==> src/rtl/serial_tx_fifo.sv <==
// serial_tx_fifo
//   UART-style serial transmitter fed by a small synchronous FIFO. Words are
//   pushed with a valid/ready handshake and sent LSB-first on an idle-high
//   line as: start(0), Width data bits, optional parity, 1 or 2 stop bits.
//   Each bit lasts div+1 clock cycles. Divisor, parity mode and stop count are
//   captured when a word leaves the FIFO, so they stay fixed for that frame.
//   Frames go out back-to-back when the FIFO still holds data at the end of a stop bit.
//
// Optional build macro:
//   SERIAL_TX_BREAK_EN - adds input brk. A break holds tx low while the
//   transmitter is idle. It waits for any frame in progress to finish first.
//   After the break ends, the line stays high for one bit period before the next start bit.
//
// Ports:
//   clk          rising-edge clock
//   rst          synchronous reset, active low
//   div          bit period minus one, in clk cycles
//   parity_mode  00 none, 01 even, 10 odd, 11 none
//   stop2        1 = two stop bits, 0 = one
//   d / d_valid  producer data word and its valid strobe
//   d_ready      FIFO not full
//   brk          (SERIAL_TX_BREAK_EN only) line break request
//   tx           serial output, idle high
//   busy         FIFO non-empty, frame in progress, or break active
//   level        FIFO occupancy
module serial_tx_fifo #(
  parameter int Width         = 8,
  parameter int DivWidth      = 16,
  parameter int FifoDepthLog2 = 2
) (
  input  logic                     clk,
  input  logic                     rst,
  input  logic [DivWidth-1:0]      div,
  input  logic [1:0]               parity_mode,
  input  logic                     stop2,
  input  logic [Width-1:0]         d,
  input  logic                     d_valid,
`ifdef SERIAL_TX_BREAK_EN
  input  logic                     brk,
`endif
  output logic                     d_ready,
  output logic                     tx,
  output logic                     busy,
  output logic [FifoDepthLog2:0]   level
);

  localparam int Depth = 1 << FifoDepthLog2;
  localparam int IdxW  = (Width > 1) ? $clog2(Width) : 1;
  localparam logic [FifoDepthLog2:0] LevelFull = (FifoDepthLog2 + 1)'(Depth);
  localparam logic [IdxW-1:0]        LastIdx   = IdxW'(Width - 1);

  typedef enum logic [2:0] {
    S_IDLE,
    S_START,
    S_DATA,
    S_PARITY,
    S_STOP
  } state_t;

  // FIFO storage and bookkeeping
  logic [Width-1:0]         r_mem [Depth];
  logic [FifoDepthLog2-1:0] r_wr_ptr;
  logic [FifoDepthLog2-1:0] r_rd_ptr;
  logic [FifoDepthLog2:0]   r_level;

  // Frame engine
  state_t              r_state;
  logic                r_tx;
  logic [DivWidth-1:0] r_timer;
  logic [DivWidth-1:0] r_div;
  logic [IdxW-1:0]     r_bit_idx;
  logic [Width-1:0]    r_shift;
  logic                r_par_en;
  logic                r_par_bit;
  logic                r_stop2;
  logic                r_stop_cnt;   // set once the first of two stop bits is done

  logic             w_full;
  logic             w_push;
  logic             w_pop;
  logic             w_bit_end;
  logic             w_stop_end;
  logic             w_idle_block;   // something other than an empty FIFO keeps IDLE from popping
  logic             w_stop_block;   // suppresses the back-to-back pop at the end of a stop bit
  logic             w_brk_busy;
  logic [Width-1:0] w_head;
  logic [Width-1:0] w_shift_next;

  assign w_full       = (r_level == LevelFull);
  assign w_push       = d_valid && !w_full;   // ready depends only on full, never on a same-cycle pop
  assign w_head       = r_mem[r_rd_ptr];
  assign w_shift_next = r_shift >> 1;
  assign w_bit_end    = (r_timer == r_div);
  assign w_stop_end   = (r_state == S_STOP) && w_bit_end && (!r_stop2 || r_stop_cnt);

`ifdef SERIAL_TX_BREAK_EN
  logic r_brk_hold;   // break was seen while idle; line is being held low
  logic r_brk_gap;    // break just ended; line is held high for one bit period
  logic w_gap_wait;

  assign w_gap_wait   = r_brk_gap && (r_timer != div);
  assign w_idle_block = brk || r_brk_hold || w_gap_wait;
  assign w_stop_block = brk;
  assign w_brk_busy   = r_brk_hold || r_brk_gap;
`else
  assign w_idle_block = 1'b0;
  assign w_stop_block = 1'b0;
  assign w_brk_busy   = 1'b0;
`endif

  // A pop happens either from IDLE or directly at the end of the last stop
  // bit. In the second case there is no idle cycle between frames.
  assign w_pop = (r_level != '0) &&
                 (((r_state == S_IDLE) && !w_idle_block) ||
                  (w_stop_end && !w_stop_block));

  assign d_ready = !w_full;
  assign tx      = r_tx;
  assign level   = r_level;
  assign busy    = (r_state != S_IDLE) || (r_level != '0) || w_brk_busy;

  // NOTE: storage arrays carry no reset; only pointers and level define
  // validity, so the RAM can map onto plain memory cells.
  always_ff @(posedge clk) begin
    if (w_push) begin
      r_mem[r_wr_ptr] <= d;
    end
  end

  // NOTE: sequential state is updated with non-blocking assignments only, so
  // every register samples the pre-edge value of every other register.
  always_ff @(posedge clk) begin
    if (!rst) begin
      r_wr_ptr <= '0;
      r_rd_ptr <= '0;
      r_level  <= '0;
    end else begin
      if (w_push) r_wr_ptr <= r_wr_ptr + FifoDepthLog2'(1);
      if (w_pop)  r_rd_ptr <= r_rd_ptr + FifoDepthLog2'(1);
      case ({w_push, w_pop})
        2'b10:   r_level <= r_level + (FifoDepthLog2 + 1)'(1);
        2'b01:   r_level <= r_level - (FifoDepthLog2 + 1)'(1);
        default: r_level <= r_level;
      endcase
    end
  end

  always_ff @(posedge clk) begin
    if (!rst) begin
      r_state    <= S_IDLE;
      r_tx       <= 1'b1;
      r_timer    <= '0;
      r_div      <= '0;
      r_bit_idx  <= '0;
      r_shift    <= '0;
      r_par_en   <= 1'b0;
      r_par_bit  <= 1'b0;
      r_stop2    <= 1'b0;
      r_stop_cnt <= 1'b0;
`ifdef SERIAL_TX_BREAK_EN
      r_brk_hold <= 1'b0;
      r_brk_gap  <= 1'b0;
`endif
    end else if (w_pop) begin
      // Capture the word and its framing together; later config changes
      // affect only the next frame.
      r_shift    <= w_head;
      r_div      <= div;
      r_par_en   <= ^parity_mode;
      r_par_bit  <= (^w_head) ^ (parity_mode == 2'b10);
      r_stop2    <= stop2;
      r_stop_cnt <= 1'b0;
      r_timer    <= '0;
      r_state    <= S_START;
      r_tx       <= 1'b0;
`ifdef SERIAL_TX_BREAK_EN
      r_brk_gap  <= 1'b0;
`endif
    end else begin
      case (r_state)
        S_IDLE: begin
          r_tx <= 1'b1;
`ifdef SERIAL_TX_BREAK_EN
          if (brk) begin
            r_tx       <= 1'b0;
            r_brk_hold <= 1'b1;
          end else if (r_brk_hold) begin
            r_brk_hold <= 1'b0;
            r_brk_gap  <= 1'b1;
            r_timer    <= '0;
          end else if (w_gap_wait) begin
            r_timer <= r_timer + DivWidth'(1);
          end else begin
            r_brk_gap <= 1'b0;
          end
`endif
        end
        S_START: begin
          if (w_bit_end) begin
            r_timer   <= '0;
            r_bit_idx <= '0;
            r_tx      <= r_shift[0];
            r_state   <= S_DATA;
          end else begin
            r_timer <= r_timer + DivWidth'(1);
          end
        end
        S_DATA: begin
          if (w_bit_end) begin
            r_timer <= '0;
            r_shift <= w_shift_next;
            if (r_bit_idx == LastIdx) begin
              if (r_par_en) begin
                r_tx    <= r_par_bit;
                r_state <= S_PARITY;
              end else begin
                r_tx    <= 1'b1;
                r_state <= S_STOP;
              end
            end else begin
              r_bit_idx <= r_bit_idx + IdxW'(1);
              r_tx      <= w_shift_next[0];
            end
          end else begin
            r_timer <= r_timer + DivWidth'(1);
          end
        end
        S_PARITY: begin
          if (w_bit_end) begin
            r_timer <= '0;
            r_tx    <= 1'b1;
            r_state <= S_STOP;
          end else begin
            r_timer <= r_timer + DivWidth'(1);
          end
        end
        S_STOP: begin
          if (w_bit_end) begin
            r_timer <= '0;
            if (r_stop2 && !r_stop_cnt) begin
              r_stop_cnt <= 1'b1;
            end else begin
              r_tx    <= 1'b1;
              r_state <= S_IDLE;
            end
          end else begin
            r_timer <= r_timer + DivWidth'(1);
          end
        end
        default: begin
          r_tx    <= 1'b1;
          r_state <= S_IDLE;
        end
      endcase
    end
  end

endmodule

==> config.mk <==
export PLATFORM = sky130hd
export DESIGN_NAME = serial_tx_fifo
export DESIGN_NICKNAME = d
export VERILOG_FILES = /design/src/rtl/serial_tx_fifo.sv
export SDC_FILE = /design/constraint.sdc
export NUM_CORES = 1
export LEC_CHECK = 0
export CAP_MARGIN = 40
export CORE_MARGIN = 2
export CORE_UTILIZATION = 52
export CTS_CLUSTER_DIAMETER = 80
export CTS_CLUSTER_SIZE = 8
export DETAILED_ROUTE_END_ITERATION = 16
export GPL_TIMING_DRIVEN = 0
export PLACE_DENSITY = 0.83
export SETUP_SLACK_MARGIN = 0.4
export SYNTH_ARGS = -nofsm -noshare
export SYNTH_HDL_FRONTEND = slang
export SYNTH_SLANG_ARGS = --single-unit
==> constraint.sdc <==
create_clock -name clk -period 3.1 [get_ports clk]
set_input_delay 0.62 -clock clk [delete_from_list [all_inputs] [get_ports clk]]
set_output_delay 0.62 -clock clk [all_outputs]
set_load 0.02 [all_outputs]
==> results.md, run 1 <==
- WS Path Type: reg -> reg
- Wirelength, routed: 8.33 mm
- PortBufs: 35
- Cell count of the worst reg-to-reg path: 12
- Layout fillers: between 600 and 700
- Maximum VDD drop: ~0.44 mV
- Final setup vio count: 0
- Nets: between 400 and 500
- RR Startpoint: r_timer[11]
- Vias/cell: approximately 5.4
- HP Start: r_par_bit
- Vias in the first global route: 2834
- CP Cell Sequence: xor2_1 > nor4_2 > nand4_1 > a211o_1 > inv_2 > buf_8 > ha_4 > inv_1 > fa_2 > xor2_1 > or3_1 > a21oi_1
- CTS tree: yes
- Ant. Diodes: 0
- Total grt overflow: 0
- Largest net degree at the start of global routing: 17
- CP delay by family, top: simple AND/OR/NAND/NOR gates
- Total CTS buffers: 9
- P&R area growth vs syn: 20.1%
- Rows: 32
- Most frequent CP cell: xor2_1
- H-tree levels: 3
- Static Leak: 1.81 nW
- Clk slew on worst S/H paths: about 0.090 ns
- Cells after Synth: just under 400
- Routed len/inst: between 15 and 20 µm
- Clock Power Share: between 20% and 30%
- Register bit total from synthesis: 92
- Comb power frac: between 40% and 50%
- Crit path capture type: flop
- Drt initial violations: approximately 160
- GRT Total Usage: between 20% and 30%
- DRT Pass-1 Iters: 4
- RePlAce Congestion: roughly 0.87
- Sw Ratio: 36.1%
- Synth area leader: dfxtp_1
- Worst min path class: reg -> reg
- WP data required: approximately 3.4 ns
- Post-Syn Area per Cell: approximately 10 µm²
- Bufs and invs on worst path: 3
- Register Area: roughly 2200 µm²
- Core ar.: around 7600 µm²
- CTS Hold Buffers Added: 0
- Yosys top cell area share: between 20 and 30%
- Clock root cell: clkbuf_8
- Die X: roughly 92 µm
- Max Cap Viol: 0
- Pwr per Cell Area: roughly 920 nW/µm²
- Final Hold Fails: 0
- Relative slew slack: around 64%
- Worst hold slack: ~0.46 ns
- Final antenna-violating net count: 0
- Post-synth net total: roughly 430
- Number of remaining DRC errors: 0
- CP Launch Type: flop
- Clock latency on the worst-skew pair: 0.36 ns
- NetSw: 1.62 mW
- Final min period: approximately 2.8 ns
- Area of the die: around 8500 µm²
- Run status: complete, no violations
- Min-Delay Path Depth: 2
- Critical Path AT: 3.06 ns
- Yosys cell types: 46
- Layout cells sized above 1: about an eighth
- I/O pin count: 36
- R2r setup slk: 0.33 ns
- Routed vias: about 3000
- Setup Skew: about 0.011 ns
- Initial Util: 53.0%
- Hold Path Sink: r_par_bit
- Antenna violations before repair: 0
- Pins Over Slew Limit: 0
- Slew @ Worst Pin: approximately 0.55 ns
- Die H: 92.3 µm
- Fmax: about 0.36 GHz
- Yosys warns: 0
- Sink Count: between 90 and 100
- Critical R2R Capture: level[2]
- Top post-synthesis cells by area: dfxtp_1 30%, edfxtp_1 24%, xor2_1 5.6%
- Hpwl dp: between 5 and 6 mm
- Post-Syn Area: approximately 4000 µm²
- Sequential share of power: between 30% and 40%
- Power consumption: ~4.5 mW
- CTS Buffer Depth: 2
- CP Max Fanout: 5
- Crit path largest cell delay: around 0.36 ns
- RSZ-0062 raised after global routing: true
- Slowest-stage cell, CP: dfxtp_2
- Int Power: 2.87 mW
- Final period utilization: about 89%
- Multi-input gate area: around 1800 µm²
- First-pass GRT wire length: about 14 mm
- Sequential area share after synthesis: between 50% and 60%
==> metal layers <==
| metal | share of wire, % | track usage (%) | wire length (µm) | up-vias |
|---|---|---|---|---|
| met2 | 53 | 36.8 | 4400 | 59 |
| met5 | 0 | 0 | 0 | - |
| met3 | 4.0 | 5.09 | 330 | 14 |
| li1 | - | - | - | 1448 |
| met4 | 1.6 | 5.47 | 136 | 0 |
| met1 | 42 | 24.9 | 3460 | 1396 |
==> power groups by stage <==
stage | Combinational, mW | Sequential (mW) | Clock (mW)
after CTS | 1.90 | 1.62 | 0.977
final | 1.92 | 1.62 | 0.954
after global placement | 1.76 | 1.64 | 0
after global routing | 2.10 | 1.65 | 1.03
after floorplan | 1.32 | 1.64 | 0
after detailed placement | 1.81 | 1.65 | 0
==> worst max path at each step <==
stage                     slack [ns]        start  cells past startpoint        to
final                           0.33  r_timer[11]                     12  level[2]
after global routing            0.24     r_div[5]                     12  level[2]
after detailed placement       -0.12   r_timer[8]                     12  level[2]
after floorplan                 0.43   r_timer[8]                     12  level[2]
after global placement         -0.04   r_timer[8]                     12  level[2]
after CTS                       0.30     r_div[5]                     12  level[2]
==> per-stage QoR <==
step	TNS [ns]	cell area [µm²]	instances	worst slack (ns)	utilization, %
2_1_floorplan	0	4070	387	0.431	-
3_3_place_gp	-0.0401	4550	524	-0.0401	59.5
3_5_place_dp	-0.119	4550	524	-0.119	59.5
4_1_cts	0	4840	543	0.300	63.3
5_1_grt	0	4860	545	0.244	63.6
6_report	0	4860	545	0.332	63.6
==> tightest hold or removal path, cell delays in order, from the launching register on <==
cell,delay (ns)
dfxtp_1,0.32
nand2_1,0.05
a21oi_1,0.05
==> logic make-up after synthesis <==
family | share of synthesized area, %
mux | 6.70
simple gates | 16.7
buf+inv | 3.18
flops | 53.4
fa+ha+maj | 3.27
xor+xnor | 8.99
compound gates | 7.78
==> layout make-up <==
| cell class | count | share of cell area, % |
|---|---|---|
| clock inverters | 7 | 2.47 |
| multi-input cells | 265 | 36.9 |
| inverters | 12 | 0.926 |
| flip-flops and latches | 92 | 44.7 |
| well taps | 102 | 2.62 |
| repair buffers | 40 | 7.95 |
| plain buffers | 18 | 1.93 |
| clock buffers | 9 | 2.55 |
==> cells in the mapped netlist, drive strengths merged <==
cell type and number:
dfxtp 60, nand2 51, nor2 46, edfxtp 32, a21oi 26, xor2 26, xnor2 13, inv 12
clkbuf 11, ha 9, mux2i 8, mux4 8, nand3 8, buf 7, o21ai 7, a211oi 6
and3 6, nand4 6, nor4 5, or3 5, and2 4, nand3b 3, nor3 3, a311oi 2
a31oi 2, and4 2, nand2b 2, nor3b 2, o31ai 2, a211o 1, a21boi 1, a22oi 1
fa 1, mux2 1, nor2b 1, o211ai 1, o21a 1, o21ba 1, o22ai 1, or4 1
or4b 1, xnor3 1
==> layout by cell type (no fill, tap or decap), drive strengths merged, types with 2 or more instances in the layout <==
cell type,count
dfxtp,60
nand2,51
nor2,46
clkdlybuf4s50,34
edfxtp,32
xor2,26
a21oi,26
clkbuf,20
inv,14
xnor2,13
buf,12
ha,9
nand3,8
mux4,8
mux2i,8
o21ai,7
nand4,6
and3,6
a211oi,6
or3,5
nor4,5
and2,4
nand3b,3
nor3,3
bufinv,3
o31ai,2
a311oi,2
and4,2
a31oi,2
nor3b,2
nand2b,2
==> registers in the layout, summed over array words and instances, names as in the netlist, named ones only <==
name,cells
r_shift,8
r_stop_cnt,1
r_par_en,1
tx,1
r_rd_ptr,2
r_wr_ptr,2
r_div,16
r_mem,32
r_par_bit,1
r_bit_idx,3
r_state,3
r_timer,16
level,3
r_stop2,1
==> what timing repair did <==
action	in CTS	in global routing
endpoints found under the hold margin	0	0
resized for setup	9	4
buffers inserted	3	2
pin swaps	4	3
endpoints found under the setup margin	3	2
Note: power is estimated with default switching activity, not from simulation.
==> run 2: changes to the inputs <==
- SETUP_SLACK_MARGIN: 0.4 -> 0.15
==> run 2 against run 1 <==
First-iteration DRC count grew 25%; sequential cell count unchanged; die area unchanged; power decreased by 1.1%; largest cell class unchanged; highest routed layer unchanged.
==> results.md, run 2 (same netlist as run 1, synthesis figures left out) <==
- Run status: complete, no violations
- Final Hold Fails: 0 (unchanged)
- Hpwl dp: 5.99 mm (+3.9%)
- Antenna violations before repair: 0 (unchanged)
- Rows: 32 (unchanged)
- Power consumption: 4.44 mW (-1.1%)
- CP Launch Type: flop
- Final setup vio count: 0 (unchanged)
- RePlAce Congestion: 0.843 (-3.7%)
- PortBufs: 35 (unchanged)
- Area of the die: 8510 µm² (unchanged)
- Number of remaining DRC errors: 0 (unchanged)
- I/O pin count: 36 (unchanged)
- GRT Total Usage: 21.4% (+0.81 points)
- First-pass GRT wire length: 14.0 mm (+2.7%)
- Most frequent cells in the layout: 54 x dfxtp_1, 51 x nand2_1, 45 x nor2_1
- CTS Buffer Depth: 2 (unchanged)
- P&R area growth vs syn: 19.6%
- Wire length on met3: 470 µm (+42%)
- Final period utilization: 93.7% (+4.4 points)
- Largest net degree at the start of global routing: 17 (unchanged)
- Routed len/inst: 15.8 µm (+3.3%)
- Pwr per Cell Area: 918 nW/µm² (-0.65%)
- Most common cell after layout, fill and taps aside: dfxtp_1
- Critical Path AT: 3.20 ns (+0.14 ns)
- Max reg flops: 32 (unchanged)
- Clock latency on the worst-skew pair: 0.36 ns (about the same)
- Core ar.: 7650 µm² (unchanged)
- Drt initial violations: 197 (+25%)
- Relative slew slack: 64.9% (+1.3 points)
- Die H: 92.3 µm (unchanged)
- Sink Count: 92 (unchanged)
- Clock root cell: clkbuf_8
- Setup TNS: 0 ns (unchanged)
- Ant. Diodes: 0 (unchanged)
- Final min period: 2.91 ns (+0.137 ns)
- Wire length on met2: 4.32 mm (-1.9%)
- Vias/cell: 5.44 (+1.6%)
- Total grt overflow: 0 (unchanged)
- Fmax: 0.344 GHz (-4.7%)
- Max Cap Viol: 0 (unchanged)
- Min setup slack post-route: 0.195 ns (-0.137 ns)
- Layout cells sized above 1: 12.1% (+0.37 points)
- H-tree levels: 3 (unchanged)
- Maximum VDD drop: 0.758 mV (+71%)
- Setup Skew: 0.0152 ns (+0.00385 ns)
- Worst min path class: reg -> reg
- Final antenna-violating net count: 0 (unchanged)
- Total CTS buffers: 9 (unchanged)
- Static Leak: 1.80 nW (-0.57%)
- Pre-CTS setup slack: -0.383 ns (-0.265 ns)
- Wirelength, routed: 8.65 mm (+3.8%)
- Die X: 92.3 µm (unchanged)
- WP data required: 3.39 ns (about the same)
- Max layer used: met4
- Pins Over Slew Limit: 0 (unchanged)
- Crit path capture type: flop
- Initial Util: 53.0% (unchanged)
- Biggest regs: r_mem (32), r_div (16), r_timer (16)
- Clk slew on worst S/H paths: 0.10 ns (about the same)
- DRT Pass-1 Iters: 4 (unchanged)
- Slew @ Worst Pin: 0.526 ns (-0.0200 ns)
- Nets: 481 (+0.63%)
- Wl on met1: 3.73 mm (+7.7%)
- CP Max Fanout: 4 (-1)
- Top reg by flops: r_mem
- WS Path Type: reg -> reg
- CTS tree: yes
- Vias in the first global route: 2878 (+1.6%)
- RSZ-0062 raised after global routing: true
- Routed vias: 2981 (+2.2%)
[run 2: path summary, 6_finish.rpt]
path / startpoint / end / slack (ns) / cells after the start
worst max register to register: r_timer[6] / level[2] / 0.19 / 12
worst min-delay path: r_shift[2] / r_shift[1] / 0.47 / 2
worst max-delay path: r_timer[6] / level[2] / 0.19 / 12
worst min register to register: r_shift[2] / r_shift[1] / 0.47 / 2
[run 2: final cells by class]
class | count | area [µm²]
fill | 595 | 2810
sequential | 92 | 2170
multi-input combinational | 265 | 1800
timing repair buffer | 43 | 410
clock buffer | 10 | 128
tap | 102 | 128
buffer | 18 | 93.8
clock inverter | 6 | 70.1
inverter | 12 | 45.0
[run 2: critical path: stages (launching register included)]
cell and delay, ns:
dfxtp_1 0.37, xor2_1 0.17, nor4_2 0.30, nand4_1 0.20, a211o_1 0.37, inv_2 0.09, buf_8 0.11, ha_4 0.13
inv_1 0.05, fa_2 0.33, xor2_1 0.17, or3_4 0.42, a21oi_2 0.12
[run 2: report_power, final]
group	switching, mW	leakage (nW)	internal, mW
logic	1.08	0.915	0.909
clock network	0.439	0.0978	0.382
registers	0.151	0.787	1.49
[run 2: routing by layer]
layer  up-vias  track usage, %
met2        96            36.4
li1       1457               -
met1      1413            27.0
met4         0            6.72
met5         -               0
met3        15            5.42
[run 2: through the flow]
step | cell area, µm² | hold WS, ns | instances | util (%)
floorplan | 4050 | 0.427 | 387 | -
global placement | 4530 | 0.445 | 524 | 59.2
detailed placement | 4530 | 0.454 | 524 | 59.2
CTS | 4760 | 0.467 | 544 | 62.3
global route | 4840 | 0.489 | 548 | 63.3
finish | 4840 | 0.466 | 548 | 63.3
[run 2: timing repair]
item | 4_1_cts | 5_1_grt
endpoints found under the setup margin | 2 | 1
resized for setup | 3 | 15
hold buffers | 0 | 0
buffers inserted | 4 | 4
pin swaps | 3 | 5
cloned | 0 | 0
==> run 3: changes to the inputs <==
- ABC_AREA: default -> 1
- CORE_UTILIZATION: 52 -> 55
- clock period: 3.1 -> 3.18 ns (I/O delays scaled with it)
==> run 3 against run 2 <==
Count of clock-buffer cells in the layout stayed put; sequential power hardly changed; via count is 23% higher; non-clock buffer count is 10 lower; register-to-register slack better by 0.25 ns; hold slack better by 0.0045 ns; synthesized area is 7.5% higher; largest cell class unchanged.
==> results.md, run 3 <==
- P&R area growth vs syn: 16.5%
- Setup TNS: 0 ns (unchanged)
- Post-Syn Area: 4350 µm² (+7.5%)
- Final Core Density: 66.0% (+2.6 points)
- Slowest-stage cell, CP: nor3_1
- Synth area leader: dfxtp_1
- Wirelength, routed: 9.07 mm (+4.8%)
- Sequential area share after synthesis: 49.7% (-3.7 points)
- Number of remaining DRC errors: 0 (unchanged)
- Final antenna-violating net count: 0 (unchanged)
- Worst min path class: reg -> reg
- Yosys warns: 0 (unchanged)
- Met2 Use GR: 40.3% (+3.9 points)
- Routed vias: 3669 (+23%)
- Layout fillers: 650 (+9.2%)
- Static Leak: 2.07 nW (+15%)
- Cells after Synth: 554 (+43%)
- Post-synth net total: 594 (+39%)
- CTS tree: yes
- Pwr per Cell Area: 902 nW/µm² (-1.7%)
- Beginning of the critical path: level[0]
- Antenna violations before repair: 0 (unchanged)
- Final Instance Area: 5070 µm² (+4.7%)
- Biggest regs: r_mem (32), r_div (16), r_timer (16)
- Register bit total from synthesis: 92 (unchanged)
- Register Area: 2170 µm² (-0.23%)
- Total CTS buffers: 9 (unchanged)
- Clock latency on the worst-skew pair: 0.35 ns (about the same)
- Crit path largest cell delay: 0.66 ns (+0.24 ns)
- Final period utilization: between 80% and 90%
- Top post-synthesis cells by area: dfxtp_1 28%, edfxtp_1 22%, nand2_1 13%
- RePlAce Congestion: 0.886 (+5.1%)
- PortBufs: 35 (unchanged)
- GRT Total Usage: 23.2% (+1.7 points)
- Core ar.: 7690 µm² (+0.52%)
- CP Launch Type: flop
- Post-synth EDFFs: 32 (unchanged)
- Layout cells sized above 1: 7.44% (-4.7 points)
- Worst hold slack: 0.471 ns (+0.00454 ns)
- Most frequent cell after synthesis: nand2_1
- Yosys top cell area share: 27.6% (-2.1 points)
- Setup Fix Bufs, Post-CTS: 0 (-4)
- RR Startpoint: r_timer[13]
- Clk slew on worst S/H paths: 0.09 ns (about the same)
- Comb power frac: 45.3% (+0.6 points)
- Relative slew slack: 48.6% (-16 points)
- Rows: 32 (unchanged)
- Top reg by flops: r_mem
- WP data required: 2.54 ns (-0.85 ns)
- Fmax: 0.358 GHz
- Ys flop type: dfxtp_1
- CTS Buffer Depth: 2 (unchanged)
- Met3 global-route usage: 3.87% (-1.6 points)
- Pins Over Slew Limit: 0 (unchanged)
- Gr busiest metal: met2
- Setup Skew: 0.00868 ns (-0.00648 ns)
- Vias/cell: 5.19 (-4.6%)
- Crit path capture type: output pin
- Slew @ Worst Pin: 0.766 ns (+0.239 ns)
- Asr flop ratio synth: 0% (unchanged)
- Routing usage on met1: 28.8% (+1.8 points)
- Sink Count: 92 (unchanged)
- Post-synth top cells: 149 x nand2_1, 64 x inv_1, 60 x dfxtp_1
- Vias in the first global route: 3510 (+22%)
- Area of the die: 8640 µm² (+1.6%)
- Run status: complete, no violations
- Power consumption: 4.57 mW (+2.9%)
- First-pass GRT wire length: 15.8 mm (+13%)
- Post-Syn Area per Cell: 7.86 µm² (-25%)
- Multi-input gate area: 1860 µm² (+3.6%)
- Sw Ratio: 41.1% (+3.6 points)
- Clock Power Share: 18.5% (about the same)
- Final min period: approximately 2.8 ns
- Placed inst area: 4830 µm² (+6.7%)
- Die H: 93.0 µm (+0.78%)
- Drt initial violations: 164 (-17%)
- RSZ-0062 raised after global routing: false
- Pre-CTS setup slack: 0.257 ns (+0.641 ns)
- Sequential share of power: 36.2% (-0.6 points)
- Final Hold Fails: 0 (unchanged)
- Yosys cell types: 33 (-28%)
- Die X: 93.0 µm (+0.78%)
- Min setup slack post-route: 0.383 ns (+0.188 ns)
- CP Max Fanout: 5 (+1)
- Most common cell after layout, fill and taps aside: nand2_1
- Placed Instances: 691 (+32%)
- Critical Path AT: 2.16 ns (-1.04 ns)
- NetSw: 1.88 mW (+13%)
- Ant. Diodes: 0 (unchanged)
- CP Cell Sequence: nor3_1 > nand2_1 > clkdlybuf4s50_1
- Max reg flops: 32 (unchanged)
- I/O pin count: 36 (unchanged)
- Hpwl dp: 6.71 mm (+12%)
- Final setup vio count: 0 (unchanged)
- Routed len/inst: 12.8 µm (-19%)
- DRT Pass-1 Iters: 5 (+1)
- Nets: 640 (+33%)
- Clock root cell: clkbuf_8
- H-tree levels: 3 (unchanged)
- Largest net degree at the start of global routing: 17 (unchanged)
- Int Power: 2.69 mW (-3.0%)
- HP Start: r_bit_idx[2]
- Total grt overflow: 0 (unchanged)
- Most frequent cells in the layout: 149 x nand2_1, 64 x inv_1, 56 x dfxtp_1
- WS Path Type: reg -> out
- Max Cap Viol: 0 (unchanged)
- Initial Util: 56.6% (+3.7 points)
- Maximum VDD drop: 0.459 mV (-39%)
- Post-route insts no fill: 707 (+29%)
run 3: cell types whose count changed in the layout (fill, tap and decap cells not counted), moves of 8 or more:
cell     delta
buf_4       -9
mux2i_1     -8
a21oi_1    +17
xnor2_1    -10
nand2_1    +98
xor2_1     -12
nand3_1    +39
mux4_2      -8
o21ai_0    +16
inv_1      +53
run 3: path summary, 6_finish.rpt:
kind	endpoint	slack [ns]	cells after the start
min	r_bit_idx[2]	0.47	2
max reg2reg	level[2]	0.44	16
min reg2reg	r_bit_idx[2]	0.47	2
max	busy	0.38	3
run 3: power groups by stage:
stage	combinational (mW)	sequential, mW	clock [mW]
after CTS	2.04	1.66	0.860
after global placement	1.96	1.67	0
after global routing	2.36	1.69	0.919
final	2.07	1.66	0.845
after floorplan	1.49	1.67	0
after detailed placement	2.03	1.68	0
run 3: cell families (layout without fill, tap and decap cells):
| logic type | count (synthesis) | count (layout) | share of synthesized area [%] |
|---|---|---|---|
| DFF | 92 | 92 | 49.7 |
| xor gates and xnor gates | 17 | 17 | 3.42 |
| adders and majority gates | 10 | 10 | 3.05 |
| and+or+nand+nor | 273 | 273 | 26.3 |
| AOI/OAI and AO/OA | 79 | 79 | 9.68 |
| buffers and inverters | 83 | 134 | 7.87 |
run 3: layout make-up:
class / instances / share of cell area [%]
Sequential cell: 92 / 42.7
Multi-Input combinational cell: 379 / 36.7
Timing Repair Buffer: 35 / 6.91
Inverter: 67 / 4.96
Clock buffer: 10 / 2.52
Tap cell: 102 / 2.52
Buffer: 16 / 1.92
Clock inverter: 6 / 1.78
run 3: worst max-delay path, delay by kind of cell (launching register included):
family	cells	cell delay [ns]
DFF	1	0.36
and+or+nand+nor	2	0.88
buffers and inverters	1	0.58
run 3: per-layer routing:
metal / wire length (µm) / up-vias
met1: 3950 / 1682
met5: 0 / -
met4: 178 / 0
li1: - / 1882
met3: 379 / 14
met2: 4560 / 91
run 3: what timing repair did:
action,CTS,global route
endpoints found under the setup margin,0,1
hold buffers,0,0
resized for setup,0,9
==> edit: new RTL, settings of run 2 <==
The option `SERIAL_TX_BREAK_EN` is turned on by a define.
--- a/src/rtl/serial_tx_fifo.sv
+++ b/src/rtl/serial_tx_fifo.sv
@@ -24,4 +24,6 @@
 //   busy         FIFO non-empty, frame in progress, or break active
 //   level        FIFO occupancy
+`define SERIAL_TX_BREAK_EN
+
 module serial_tx_fifo #(
   parameter int Width         = 8,
Interface: changed (added brk); port bits go from 36 to 37. No check against the original RTL was run, so the function may have changed too.
==> edit against run 2 <==
Routed wire length is 13% higher; hold slack better by 0.011 ns; clock skew hardly changed; synthesized cell count is 8.0% higher; worst setup slack worse by 0.020 ns; cell area is 13% higher; sequential cell count is 2 higher; power is 6.2% lower; first-iteration DRC count is 17% higher; synthesized area is 10% higher; via count is 9.3% higher.
==> edit: results <==
{
  "outcome": "completed",
  "critPathMaxStageDelay_ns": 0.37,
  "synth_area_um2": 4461,
  "min-delay-start": "r_shift[7]",
  "num-multi-input-gates": 287,
  "slew_headroom": 0.5372,
  "avgRoutedWirePerCell_um": 16.61,
  "ys_ff_latch": 94,
  "n_all_buffers": 72,
  "wl_met3_um": 440,
  "post_cts_buffers": 6,
  "dp_hpwl_um": 6602,
  "layout-drive-gt1-share": 0.1732,
  "whs_endpoint": "r_shift[7]",
  "grt_use_met2": 0.3381,
  "nFillCells": 632,
  "place_congestion": 0.8687,
  "grt_pass1_wl_um": 15570,
  "io_buffers": 36,
  "inv_count": 16,
  "clk_share": 0.04030,
  "regToRegStartpoint": "r_timer[11]",
  "ys_seq_area_frac": 0.4937,
  "cts_resized": 13,
  "crit_fanout": 3,
  "post_dp_cell_area_um2": 4987,
  "register_area_um2": 2215,
  "synth.distinct_cells": 48,
  "ir_worst_vdd_mv": 0.4541,
  "reg2reg_setup_slack_ns": 0.17,
  "grt_max_degree": 17,
  "buffer_area_frac": 0.1161,
  "power_frac_comb": 0.402,
  "yosys-top-cells-count": "dfxtp_1, nor2_1, xnor2_1",
  "wl_met2_um": 4936,
  "grt_pass1_vias": 3180,
  "globalRouteMet1Util": 0.2794,
  "synth_area_leaders": "dfxtp_1, edfxtp_1, xnor2_1",
  "worstRegToRegCells": 14,
  "grt_usage": 0.2067,
  "nets": 521,
  "final_area_um2": 5464,
  "vias": 3259,
  "switching_share": 0.3516,
  "p_seq_frac": 0.379
}
## edit: cell types whose count changed after synthesis, moves of 7 or more
cell,change
nand2_1,-37
nor3_1,+10
xnor2_1,+25
mux2i_1,+15
nor2_1,+16
a21oi_1,-10
a22oi_1,+7
## edit: worst max-delay path by stage
stage                    end  cells after the start  slack (ns)        start
floorplan           level[2]                     14        0.18  r_timer[12]
global placement    level[2]                     14       -0.57       div[9]
detailed placement  level[2]                     14       -0.59       div[7]
CTS                 level[2]                     14        0.18       div[5]
global route        level[2]                     14        0.08  r_timer[11]
finish              level[2]                     14        0.17  r_timer[11]
## edit: cells by family after synthesis
group	count (synthesis)	share of synthesized area
AO/OA/AOI/OAI	44	0.06816
XOR/XNOR	59	0.1158
adder cells (fa/ha/maj)	10	0.02973
buffers and inverters	37	0.04123
flip-flops	94	0.4937
multiplexers	31	0.09200
AND/OR/NAND/NOR	143	0.1593
## edit: worst reg2reg max path: cells and delay by family, from the launching register on
kind / cells / cell delay, ns
and+or+nand+nor: 3 / 0.92
AOI/OAI and AO/OA: 3 / 0.49
adders and majority gates: 2 / 0.47
buffers and inverters: 4 / 0.35
DFF: 1 / 0.34
xor gates and xnor gates: 2 / 0.30
## edit: through the flow
| stage | power (W) | hold slack [ns] | instances | setup TNS [ns] | setup slack, ns |
|---|---|---|---|---|---|
| after floorplan | 0.002719 | 0.4479 | 418 | 0 | 0.1819 |
| after global placement | 0.003054 | 0.4546 | 559 | -0.8825 | -0.5681 |
| after detailed placement | 0.003114 | 0.4585 | 559 | -0.9924 | -0.5915 |
| after CTS | 0.004080 | 0.4721 | 581 | 0 | 0.1755 |
| after global routing | 0.004398 | 0.4940 | 590 | 0 | 0.08450 |
| final | 0.004168 | 0.4774 | 590 | 0 | 0.1747 |
